===== config.mk =====
export PLATFORM = sky130hd
export DESIGN_NAME = ball_render_flat
export DESIGN_NICKNAME = d
export VERILOG_FILES = /design/src/rtl/ball_render_if.sv /design/src/rtl/ball_render.sv /design/src/flat_wrapper.sv
export SDC_FILE = /design/constraint.sdc
export NUM_CORES = 1
export LEC_CHECK = 0
export BUFFER_PORTS_ARGS = -buffer_cell sky130_fd_sc_hd__buf_2
export CORE_UTILIZATION = 64
export DETAILED_ROUTE_END_ITERATION = 12
export PLACE_DENSITY = 0.95
export SLEW_MARGIN = 0
export SYNTH_ARGS = -nofsm -noshare
export SYNTH_HDL_FRONTEND = slang
export SYNTH_SLANG_ARGS = --single-unit

===== constraint.sdc =====
create_clock -name clk -period 5.9 [get_ports clk]
set_clock_uncertainty 0.15 [all_clocks]
set_input_delay 0.295 -clock clk [delete_from_list [all_inputs] [get_ports clk]]
set_output_delay 0.295 -clock clk [all_outputs]
set_load 0.03 [all_outputs]

===== src/rtl/ball_render_if.sv =====
// rtl/ball_render_if.sv - video timing in, registered colour/sync out for ball_render
interface ball_render_if;
    logic       h_sync;
    logic       v_sync;
    logic [8:0] line;
    logic [9:0] pixel;
    logic [7:0] rgb;
    logic       h_sync_o;
    logic       v_sync_o;

    modport master (
        output h_sync, v_sync, line, pixel,
        input  rgb, h_sync_o, v_sync_o
    );

    modport slave (
        input  h_sync, v_sync, line, pixel,
        output rgb, h_sync_o, v_sync_o
    );
endinterface


===== src/rtl/ball_render.sv =====
// rtl/ball_render.sv - bouncing square sprite, moved once per frame during vertical blank
module ball_render #(
    parameter int       BALL_SIZE  = 16,
    parameter int       H_RES      = 640,
    parameter int       V_RES      = 480,
    parameter int       INIT_X     = 312,
    parameter int       INIT_Y     = 232,
    parameter bit [7:0] BALL_COLOR = 8'hFC,
    parameter bit [7:0] BG_COLOR   = 8'h03
) (
    input  logic        clk,
    input  logic        reset,
    ball_render_if.slave vid,
    input  logic [1:0]  speed,
    input  logic        pause,
    output logic [9:0]  ball_x,
    output logic [8:0]  ball_y,
    output logic [7:0]  bounce_cnt
);

    localparam logic [10:0] X_MAX  = 11'(H_RES - BALL_SIZE);
    localparam logic [10:0] Y_MAX  = 11'(V_RES - BALL_SIZE);
    localparam logic [10:0] B_SPAN = 11'(BALL_SIZE - 1);

    typedef enum logic [1:0] {
        WAIT_FRAME,
        STEP_X,
        STEP_Y
    } state_t;

    state_t      r_state;
    state_t      w_state_next;

    logic        r_vs_prev;
    logic        r_tick_en;
    logic        r_dir_x;
    logic        r_dir_y;
    logic [2:0]  r_step;
    logic [9:0]  r_ball_x;
    logic [8:0]  r_ball_y;
    logic [7:0]  r_bounce;
    logic [7:0]  r_rgb;
    logic        r_hs_d;
    logic        r_vs_d;

    logic        w_tick;
    logic [10:0] w_step_ext;
    logic [10:0] w_x_ext;
    logic [10:0] w_y_ext;
    logic [10:0] w_x_fwd;
    logic [10:0] w_x_back;
    logic [10:0] w_y_fwd;
    logic [10:0] w_y_back;
    logic        w_x_hit_hi;
    logic        w_x_hit_lo;
    logic        w_y_hit_hi;
    logic        w_y_hit_lo;
    logic [7:0]  w_bounce_inc;
    logic        w_active;
    logic [10:0] w_px;
    logic [10:0] w_py;
    logic        w_hit;

    // r_tick_en masks the first cycle after reset so a low v_sync at release is not a frame edge
    assign w_tick = r_tick_en & r_vs_prev & ~vid.v_sync;

    always_ff @(posedge clk) begin
        if (reset) begin
            r_state <= WAIT_FRAME;
        end else begin
            r_state <= w_state_next;
        end
    end

    always_comb begin
        w_state_next = r_state;
        case (r_state)
            WAIT_FRAME: begin
                if (w_tick && !pause) begin
                    w_state_next = STEP_X;
                end
            end
            STEP_X:  w_state_next = STEP_Y;
            STEP_Y:  w_state_next = WAIT_FRAME;
            default: w_state_next = WAIT_FRAME;
        endcase
    end

    assign w_step_ext   = {8'b0, r_step};
    assign w_x_ext      = {1'b0, r_ball_x};
    assign w_y_ext      = {2'b0, r_ball_y};
    assign w_x_fwd      = w_x_ext + w_step_ext;
    assign w_x_back     = w_x_ext - w_step_ext;
    assign w_y_fwd      = w_y_ext + w_step_ext;
    assign w_y_back     = w_y_ext - w_step_ext;
    assign w_x_hit_hi   = (w_x_fwd > X_MAX);
    assign w_x_hit_lo   = (w_x_ext < w_step_ext);
    assign w_y_hit_hi   = (w_y_fwd > Y_MAX);
    assign w_y_hit_lo   = (w_y_ext < w_step_ext);
    assign w_bounce_inc = (r_bounce == 8'hFF) ? 8'hFF : r_bounce + 8'd1;

    // Each axis updates in its own cycle, so a corner hit counts twice without conflict
    always_ff @(posedge clk) begin
        if (reset) begin
            r_tick_en <= 1'b0;
            r_dir_x   <= 1'b1;
            r_dir_y   <= 1'b1;
            r_step    <= 3'd1;
            r_ball_x  <= 10'(INIT_X);
            r_ball_y  <= 9'(INIT_Y);
            r_bounce  <= 8'd0;
        end else begin
            r_tick_en <= 1'b1;
            if (r_state == WAIT_FRAME && w_state_next == STEP_X) begin
                r_step <= {1'b0, speed} + 3'd1;
            end
            case (r_state)
                STEP_X: begin
                    if (r_dir_x) begin
                        if (w_x_hit_hi) begin
                            r_ball_x <= X_MAX[9:0];
                            r_dir_x  <= 1'b0;
                            r_bounce <= w_bounce_inc;
                        end else begin
                            r_ball_x <= w_x_fwd[9:0];
                        end
                    end else begin
                        if (w_x_hit_lo) begin
                            r_ball_x <= 10'd0;
                            r_dir_x  <= 1'b1;
                            r_bounce <= w_bounce_inc;
                        end else begin
                            r_ball_x <= w_x_back[9:0];
                        end
                    end
                end
                STEP_Y: begin
                    if (r_dir_y) begin
                        if (w_y_hit_hi) begin
                            r_ball_y <= Y_MAX[8:0];
                            r_dir_y  <= 1'b0;
                            r_bounce <= w_bounce_inc;
                        end else begin
                            r_ball_y <= w_y_fwd[8:0];
                        end
                    end else begin
                        if (w_y_hit_lo) begin
                            r_ball_y <= 9'd0;
                            r_dir_y  <= 1'b1;
                            r_bounce <= w_bounce_inc;
                        end else begin
                            r_ball_y <= w_y_back[8:0];
                        end
                    end
                end
                default: ;
            endcase
        end
    end

    assign w_active = (vid.line != 9'd0) && (vid.pixel != 10'd0);
    assign w_px     = {1'b0, vid.pixel} - 11'd1;
    assign w_py     = {2'b0, vid.line} - 11'd1;
    assign w_hit    = (w_px >= w_x_ext) && (w_px <= w_x_ext + B_SPAN) &&
                      (w_py >= w_y_ext) && (w_py <= w_y_ext + B_SPAN);

    always_ff @(posedge clk) begin
        if (reset) begin
            r_vs_prev <= 1'b1;
            r_hs_d    <= 1'b1;
            r_vs_d    <= 1'b1;
            r_rgb     <= 8'h00;
        end else begin
            r_vs_prev <= vid.v_sync;
            r_hs_d    <= vid.h_sync;
            r_vs_d    <= vid.v_sync;
            if (!w_active) begin
                r_rgb <= 8'h00;
            end else if (w_hit) begin
                r_rgb <= BALL_COLOR;
            end else begin
                r_rgb <= BG_COLOR;
            end
        end
    end

    assign vid.rgb      = r_rgb;
    assign vid.h_sync_o = r_hs_d;
    assign vid.v_sync_o = r_vs_d;
    assign ball_x       = r_ball_x;
    assign ball_y       = r_ball_y;
    assign bounce_cnt   = r_bounce;

endmodule


===== src/flat_wrapper.sv =====
// flat-port wrapper written by rule: the top's interface ports become plain ports
module ball_render_flat 
#(
    parameter int       BALL_SIZE  = 16,
    parameter int       H_RES      = 640,
    parameter int       V_RES      = 480,
    parameter int       INIT_X     = 312,
    parameter int       INIT_Y     = 232,
    parameter bit [7:0] BALL_COLOR = 8'hFC,
    parameter bit [7:0] BG_COLOR   = 8'h03
)
  (clk, reset, speed, pause, ball_x, ball_y, bounce_cnt, vid_h_sync, vid_v_sync, vid_line, vid_pixel, vid_rgb, vid_h_sync_o, vid_v_sync_o);
  ball_render_if vid_i ();
  input  logic clk;
  input  logic reset;
  input  logic [1:0] speed;
  input  logic pause;
  output logic [9:0] ball_x;
  output logic [8:0] ball_y;
  output logic [7:0] bounce_cnt;
  input wire logic [$bits(vid_i.h_sync)-1:0] vid_h_sync;
  input wire logic [$bits(vid_i.v_sync)-1:0] vid_v_sync;
  input wire logic [$bits(vid_i.line)-1:0] vid_line;
  input wire logic [$bits(vid_i.pixel)-1:0] vid_pixel;
  output wire logic [$bits(vid_i.rgb)-1:0] vid_rgb;
  output wire logic [$bits(vid_i.h_sync_o)-1:0] vid_h_sync_o;
  output wire logic [$bits(vid_i.v_sync_o)-1:0] vid_v_sync_o;
  assign vid_i.h_sync = vid_h_sync;
  assign vid_i.v_sync = vid_v_sync;
  assign vid_i.line = vid_line;
  assign vid_i.pixel = vid_pixel;
  assign vid_rgb = vid_i.rgb;
  assign vid_h_sync_o = vid_i.h_sync_o;
  assign vid_v_sync_o = vid_i.v_sync_o;
  ball_render #(.BALL_SIZE(BALL_SIZE), .H_RES(H_RES), .V_RES(V_RES), .INIT_X(INIT_X), .INIT_Y(INIT_Y), .BALL_COLOR(BALL_COLOR), .BG_COLOR(BG_COLOR)) u_core (.clk(clk), .reset(reset), .vid(vid_i), .speed(speed), .pause(pause), .ball_x(ball_x), .ball_y(ball_y), .bounce_cnt(bounce_cnt));
endmodule

======== Word level (Yosys, flattened, before mapping) ========
Cells that the tools add are included.
W data, S select, Z words.
storage, ports and cells
  register bits ........................... 45
  bits in latches ......................... 0
  RAM bits ................................ 0
  memory bits (read-only) ................. 0
  output and inout port bits .............. 37
  logic and storage cells ................. 78
  memories kept ........................... 0
cells by class
  add/subtract/negate cells ............... 10
  multiply operators ...................... 0
  divide/modulo/power cells ............... 0
  $lt $le $gt $ge ......................... 8
  equal/unequal tests ..................... 8
  shift-type cells ........................ 0
  mux-type cells .......................... 24
  bitwise gates (word level) .............. 4
  reductions and logical operators ........ 13
operator list
  operator                 number
  $mux W8                  8
  $mux W10                 3
  $mux W9                  3
  $le A11 B11 Y1           2
  $pmux W8 S2              1
  $add A10 B3 Y11          1
  $add A10 B4 Y11 const B  1
  $ge A11 B10 Y1           1
  $ge A11 B9 Y1            1
  $gt A11 B10 Y1 const B   1
  $gt A11 B9 Y1 const B    1
  $sub A10 B1 Y11 const B  1
  $add A9 B3 Y10           1
  $add A9 B4 Y10 const B   1
  $lt A10 B3 Y1            1
  $reduce_bool A10 Y1      1
  $sub A10 B3 Y10          1
  $sub A9 B1 Y10 const B   1
  $lt A9 B3 Y1             1
  $reduce_bool A9 Y1       1
  $sub A9 B3 Y9            1
  $add A8 B1 Y8 const B    1
  $eq A8 B8 Y1 const B     1
  $mux W1                  7
  other kinds (15)         25

======== Logic depth before layout (Yosys ltp) ========
  depth after elaboration ................. 7
  depth in mapped cells ................... 13
  depth with buffers taken out ............ 13

======== Worst setup path after synthesis ========
No wires, ideal clock.
  path type ............................... register to register
  from .................................... register u_core.r_ball_x[1] (netlist: u_core.ball_x[1])
  to ...................................... register u_core.r_rgb[6] (netlist: u_core.vid.rgb[6])
  arrival ................................. 2.851 ns
  required time ........................... 5.654 ns
  slack ................................... 2.803 ns
  cell stages (with the launch flop) ...... 13
  clock period less this slack ............ 3.097 ns
  path through ............................ dfxtp_1 -> inv_1 -> ha_1 -> a21oi_1 -> nand3_1 -> xnor2_1 -> ha_1 -> nand3_1 -> or3_1 -> o21ai_0 -> a21oi_1 -> nor4b_1 -> nor4b_1
on the way
  word-level cells in the longest chain between the ends .. 6
  elaborated cells between the ends (all ways) .. 7
  classes of those cells .................. 1 x add/sub; 2 x order compare; 1 x mux; 3 x reduce/logical
RTL lines
  element                             RTL line            source
  start: declaration                  ball_render.sv:39   logic [9:0] r_ball_x;
  start signal: assignment            ball_render.sv:109  r_ball_x <= 10'(INIT_X);
  start signal: assignment            ball_render.sv:121  r_ball_x <= X_MAX[9:0];
  start signal: assignment            ball_render.sv:125  r_ball_x <= w_x_fwd[9:0];
  $add A10 B4 Y11                     ball_render.sv:164  assign w_hit = (w_px >= w_x_ext) && (w_px <= w_x_ext + B_SPAN) &&
  $le A11 B11 Y1                      ball_render.sv:164
  $logic_and A1 B1 Y1 * (2 in a row)  ball_render.sv:164
  $logic_and A1 B1 Y1 *               ball_render.sv:165  (w_py >= w_y_ext) && (w_py <= w_y_ext + B_SPAN);
  $mux W8 *                           ball_render.sv:179  end else if (w_hit) begin
  end signal: assignment              ball_render.sv:178  r_rgb <= 8'h00;
  end signal: assignment              ball_render.sv:180  r_rgb <= BALL_COLOR;
  end signal: assignment              ball_render.sv:182  r_rgb <= BG_COLOR;
  end: declaration                    ball_render.sv:42   logic [7:0] r_rgb;
Every way passes the cells marked *; elsewhere a longest branch is shown, timed or not.
A chain may end at the register's enable or synchronous reset.

======== Final worst setup path ========
  from .................................... register u_core.r_step[1]
  to ...................................... register u_core.r_ball_x[5] (netlist: u_core.ball_x[5])
on the way
  word-level cells in the longest chain between the ends .. 4
  elaborated cells between the ends (all ways) .. 7
  classes of those cells .................. 2 x add/sub; 2 x order compare; 3 x mux
RTL lines
  element                   RTL line            source
  start: declaration        ball_render.sv:38   logic [2:0] r_step;
  start signal: assignment  ball_render.sv:115  r_step <= {1'b0, speed} + 3'd1;
  $add A10 B3 Y11           ball_render.sv:92   assign w_x_fwd = w_x_ext + w_step_ext;
  $gt A11 B10 Y1            ball_render.sv:96   assign w_x_hit_hi = (w_x_fwd > X_MAX);
  $mux W10                  ball_render.sv:120  if (w_x_hit_hi) begin
  $mux W10 *                ball_render.sv:119  if (r_dir_x) begin
Marked as above.

==> impl_metrics.tcl <==
set metrics [dict create \
    fin_crit_ns 3.44 \
    drt_iter0_markers 582 \
    avgSynthCellArea_sq_um 7.84 \
    clk_path_buf_depth 2 \
    post-cts-setup-buffers 0 \
    cp.depth 10 \
    crit_path_end_kind "flip-flop" \
    leakagePower_nw 2.08 \
    cap_violations 0 \
    cp.arrival_ns 3.47 \
    cp_data_required_time_ns 5.93 \
    wl_met2_um 5680 \
    cts_sinks 39 \
    grt_pass1_wl_um 19900 \
    cp_cell_sequence "inv_1 -> ha_1 -> nor2b_1 -> o21ai_2 -> or4_1 -> xnor2_2 -> a21oi_1 -> nor3_2 -> o21ai_0 -> a221o_1" \
    track_usage_pct 33.2 \
    port-buffer-count 62 \
    worstSetupPathType "flip-flop to flip-flop" \
    synth_nets 666 \
    ys_ff_latch 39 \
    ys_async_sr_fraction_pct 0 \
    cts_hold_buf 0 \
    rr_worst_depth 10 \
    fmax_ghz 0.291 \
    drt-met1-wl_um 4890 \
    grt_pass1_vias 4340 \
    layout.nets 703 \
    drc 0 \
    die_y_um 86.0 \
    first_pass_iters 5 \
    holdWs_ns 0.0300 \
    clk_root_buffer_cell "clkbuf_8" \
    drive_above_1_share_pct 14.8 \
    setup_viol 0 \
    vias_per_cell 6.56 \
    die_w_um 86.0 \
    crit_fanout 8 \
    power_density_mw_per_mm2 153 \
    synth_edf_count 0 \
    dr_wl_met3_um 1070 \
    slew_violations 0 \
    cts_resized 0 \
    peakVddDrop_mv 0.157 \
    syn2layout_area_growth_pct 8.65 \
    rsz0062_at_grt "false" \
    dpl.hpwl_um 9080 \
    max_stage_delay_ns 0.60 \
    clk_latency_ns 0.30 \
    synth_cells 575 \
    worst_pin_slew_ns 0.793 \
    synth_cell_types 76 \
    syn_area_sq_mm 0.00451 \
    n_antenna_cell 0 \
    synthFlopType "dfxtp_1" \
    cts_tree "done" \
    dr_total_vias 4654 \
    wl_per_cell_um 16.9 \
    drt-total-wl_um 12000 \
    postRouteAntennaNets 0 \
    h-tree-depth 2 \
    hold_class "input pin to flip-flop" \
    gp_congestion 0.970 \
    numCtsBuffers 5 \
    io_pins 63 \
    floorplan.initialDensity_pct 66.4 \
    cp-start-kind "flip-flop" \
    grt_max_degree 37 \
    routed.top_layer "met4" \
    hold_depth 2 \
    die-area_sq_mm 0.00739 \
    relSlewSlack_pct 47.1 \
    grt_remaining_overflow 0 \
    crit_family "simple AND/OR/NAND/NOR gates" \
    fin_setup_tns_ns 0 \
    rrSetupSlack_ns 2.46 \
    clk_pin_slew_ns 0.09 \
    critPathBufInv 1 \
    yosysWarnings 0 \
    finalCritPeriodShare_pct 58.2 \
    slowest_stage "dfxtp_1" \
    hold_viol_final 0 \
    rows 30 \
    ys_seq_area_share_pct 17.3 \
    core_area_sq_mm 0.00679 \
    status "completed" \
    antenna_found_initial 0 \
]
==> registers in the layout (all words and copies together) (netlist names) <==
| register | cells |
|---|---|
| u_core.ball_x | 10 |
| u_core.ball_y | 9 |
| u_core.bounce_cnt | 8 |
| u_core.r_dir_x | 1 |
| u_core.r_dir_y | 1 |
| u_core.r_state | 2 |
| u_core.r_step | 3 |
| u_core.r_tick_en | 1 |
| u_core.r_vs_prev | 1 |
| u_core.vid.h_sync_o | 1 |
| u_core.vid.rgb | 2 |
==> report_power, final <==
group	switching, W	leakage [nW]	total, W	internal (W)
logic	0.000112	1.70	0.000187	0.0000750
registers	0.0000129	0.317	0.000283	0.000270
clock network	0.000109	0.0644	0.000278	0.000169
total	0.000234	2.08	0.000748	0.000514
==> Yosys cell counts, types with 3 or more instances <==
library cell   n  area (sq um)
a31oi_1        5          31.3
or2_2          4          25.0
a21oi_1       34           170
nor3_1        20           100
and2_1         3          18.8
a311oi_1       6          52.6
nand3_1       20           100
mux2i_1        3          30.0
or3_1         10          62.6
o221ai_1       3          26.3
nor4_1         7          43.8
a21o_1         6          45.0
a221o_1        3          30.0
inv_1         41           154
nand4_1        6          37.5
o2111ai_1      7          61.3
a211oi_1       7          52.6
xor2_1        11          96.3
o31ai_1        3          22.5
and3_1         7          43.8
o211ai_1       8          60.1
fa_1           4          80.1
xnor2_1       27           236
buf_4         11          82.6
clkbuf_1      13          48.8
a211o_1        3          26.3
nor2_1        42           158
clkinv_1       3          11.3
o21a_1         9          67.6
ha_1          61           763
o21ai_0       42           210
dfxtp_1       39           781
nand2b_1      11          68.8
nand2_1       28           105
buf_2          6          30.0
nor2b_1       11          68.8
==> placed cells by master (no fill, tap or decap), types with 8 or more instances in the layout <==
cell type / netlist / layout
buf_2: 6 / 62
ha_1: 61 / 61
o21a_1: 9 / 9
xor2_1: 11 / 11
dfxtp_1: 39 / 39
nand2_1: 28 / 28
or3_1: 10 / 10
xnor2_1: 27 / 27
o211ai_1: 8 / 8
nand2b_1: 11 / 11
o21ai_0: 42 / 42
nor2_1: 42 / 42
nor2b_1: 11 / 11
inv_1: 41 / 41
nand3_1: 20 / 20
a21oi_1: 34 / 34
nor3_1: 20 / 20
==> metrics by stage <==
| step | util, % | instance area, sq um | std cells | power (W) | setup WS, ns |
|---|---|---|---|---|---|
| floorplan | - | 4510 | 575 | 0.000422 | 2.80 |
| global placement | 70.1 | 4760 | 701 | 0.000461 | 2.72 |
| global route | 72.1 | 4900 | 709 | 0.000788 | 2.22 |
| finish | 72.1 | 4900 | 709 | 0.000748 | 2.46 |
| detailed placement | 70.1 | 4760 | 701 | 0.000472 | 2.60 |
| CTS | 72.1 | 4900 | 709 | 0.000747 | 2.56 |
==> layer usage <==
metal / GRT usage, % / up-vias
met3: 7.03 / 52
met5: 0 / -
met1: 40.5 / 2160
li1: - / 2178
met2: 57.3 / 264
met4: 11.8 / 0
==> path summary, 6_finish.rpt <==
path,startpoint,endpoint
worst min-delay path,vid_h_sync,u_core.vid.h_sync_o
worst max-delay path,u_core.r_step[1],u_core.ball_x[5]
worst min register to register,u_core.bounce_cnt[7],u_core.bounce_cnt[6]
worst max register to register,u_core.r_step[1],u_core.ball_x[5]
==> logic make-up after synthesis <==
kind of cell	synth area share, %
AOI/OAI and AO/OA	26.4
DFF	17.3
adders and majority gates	18.7
and+or+nand+nor	21.4
buffers and inverters	7.57
muxes	0.915
xor gates and xnor gates	7.74
==> layout make-up <==
cell class	instances	area [sq um]
Clock buffer	5	68.8
Clock inverter	3	67.6
Fill cell	524	1890
Inverter	44	165
Multi-Input combinational cell	460	3390
Sequential cell	39	781
Tap cell	96	120
Timing Repair Buffer	62	310
Note: power is estimated with default switching activity, not from simulation.
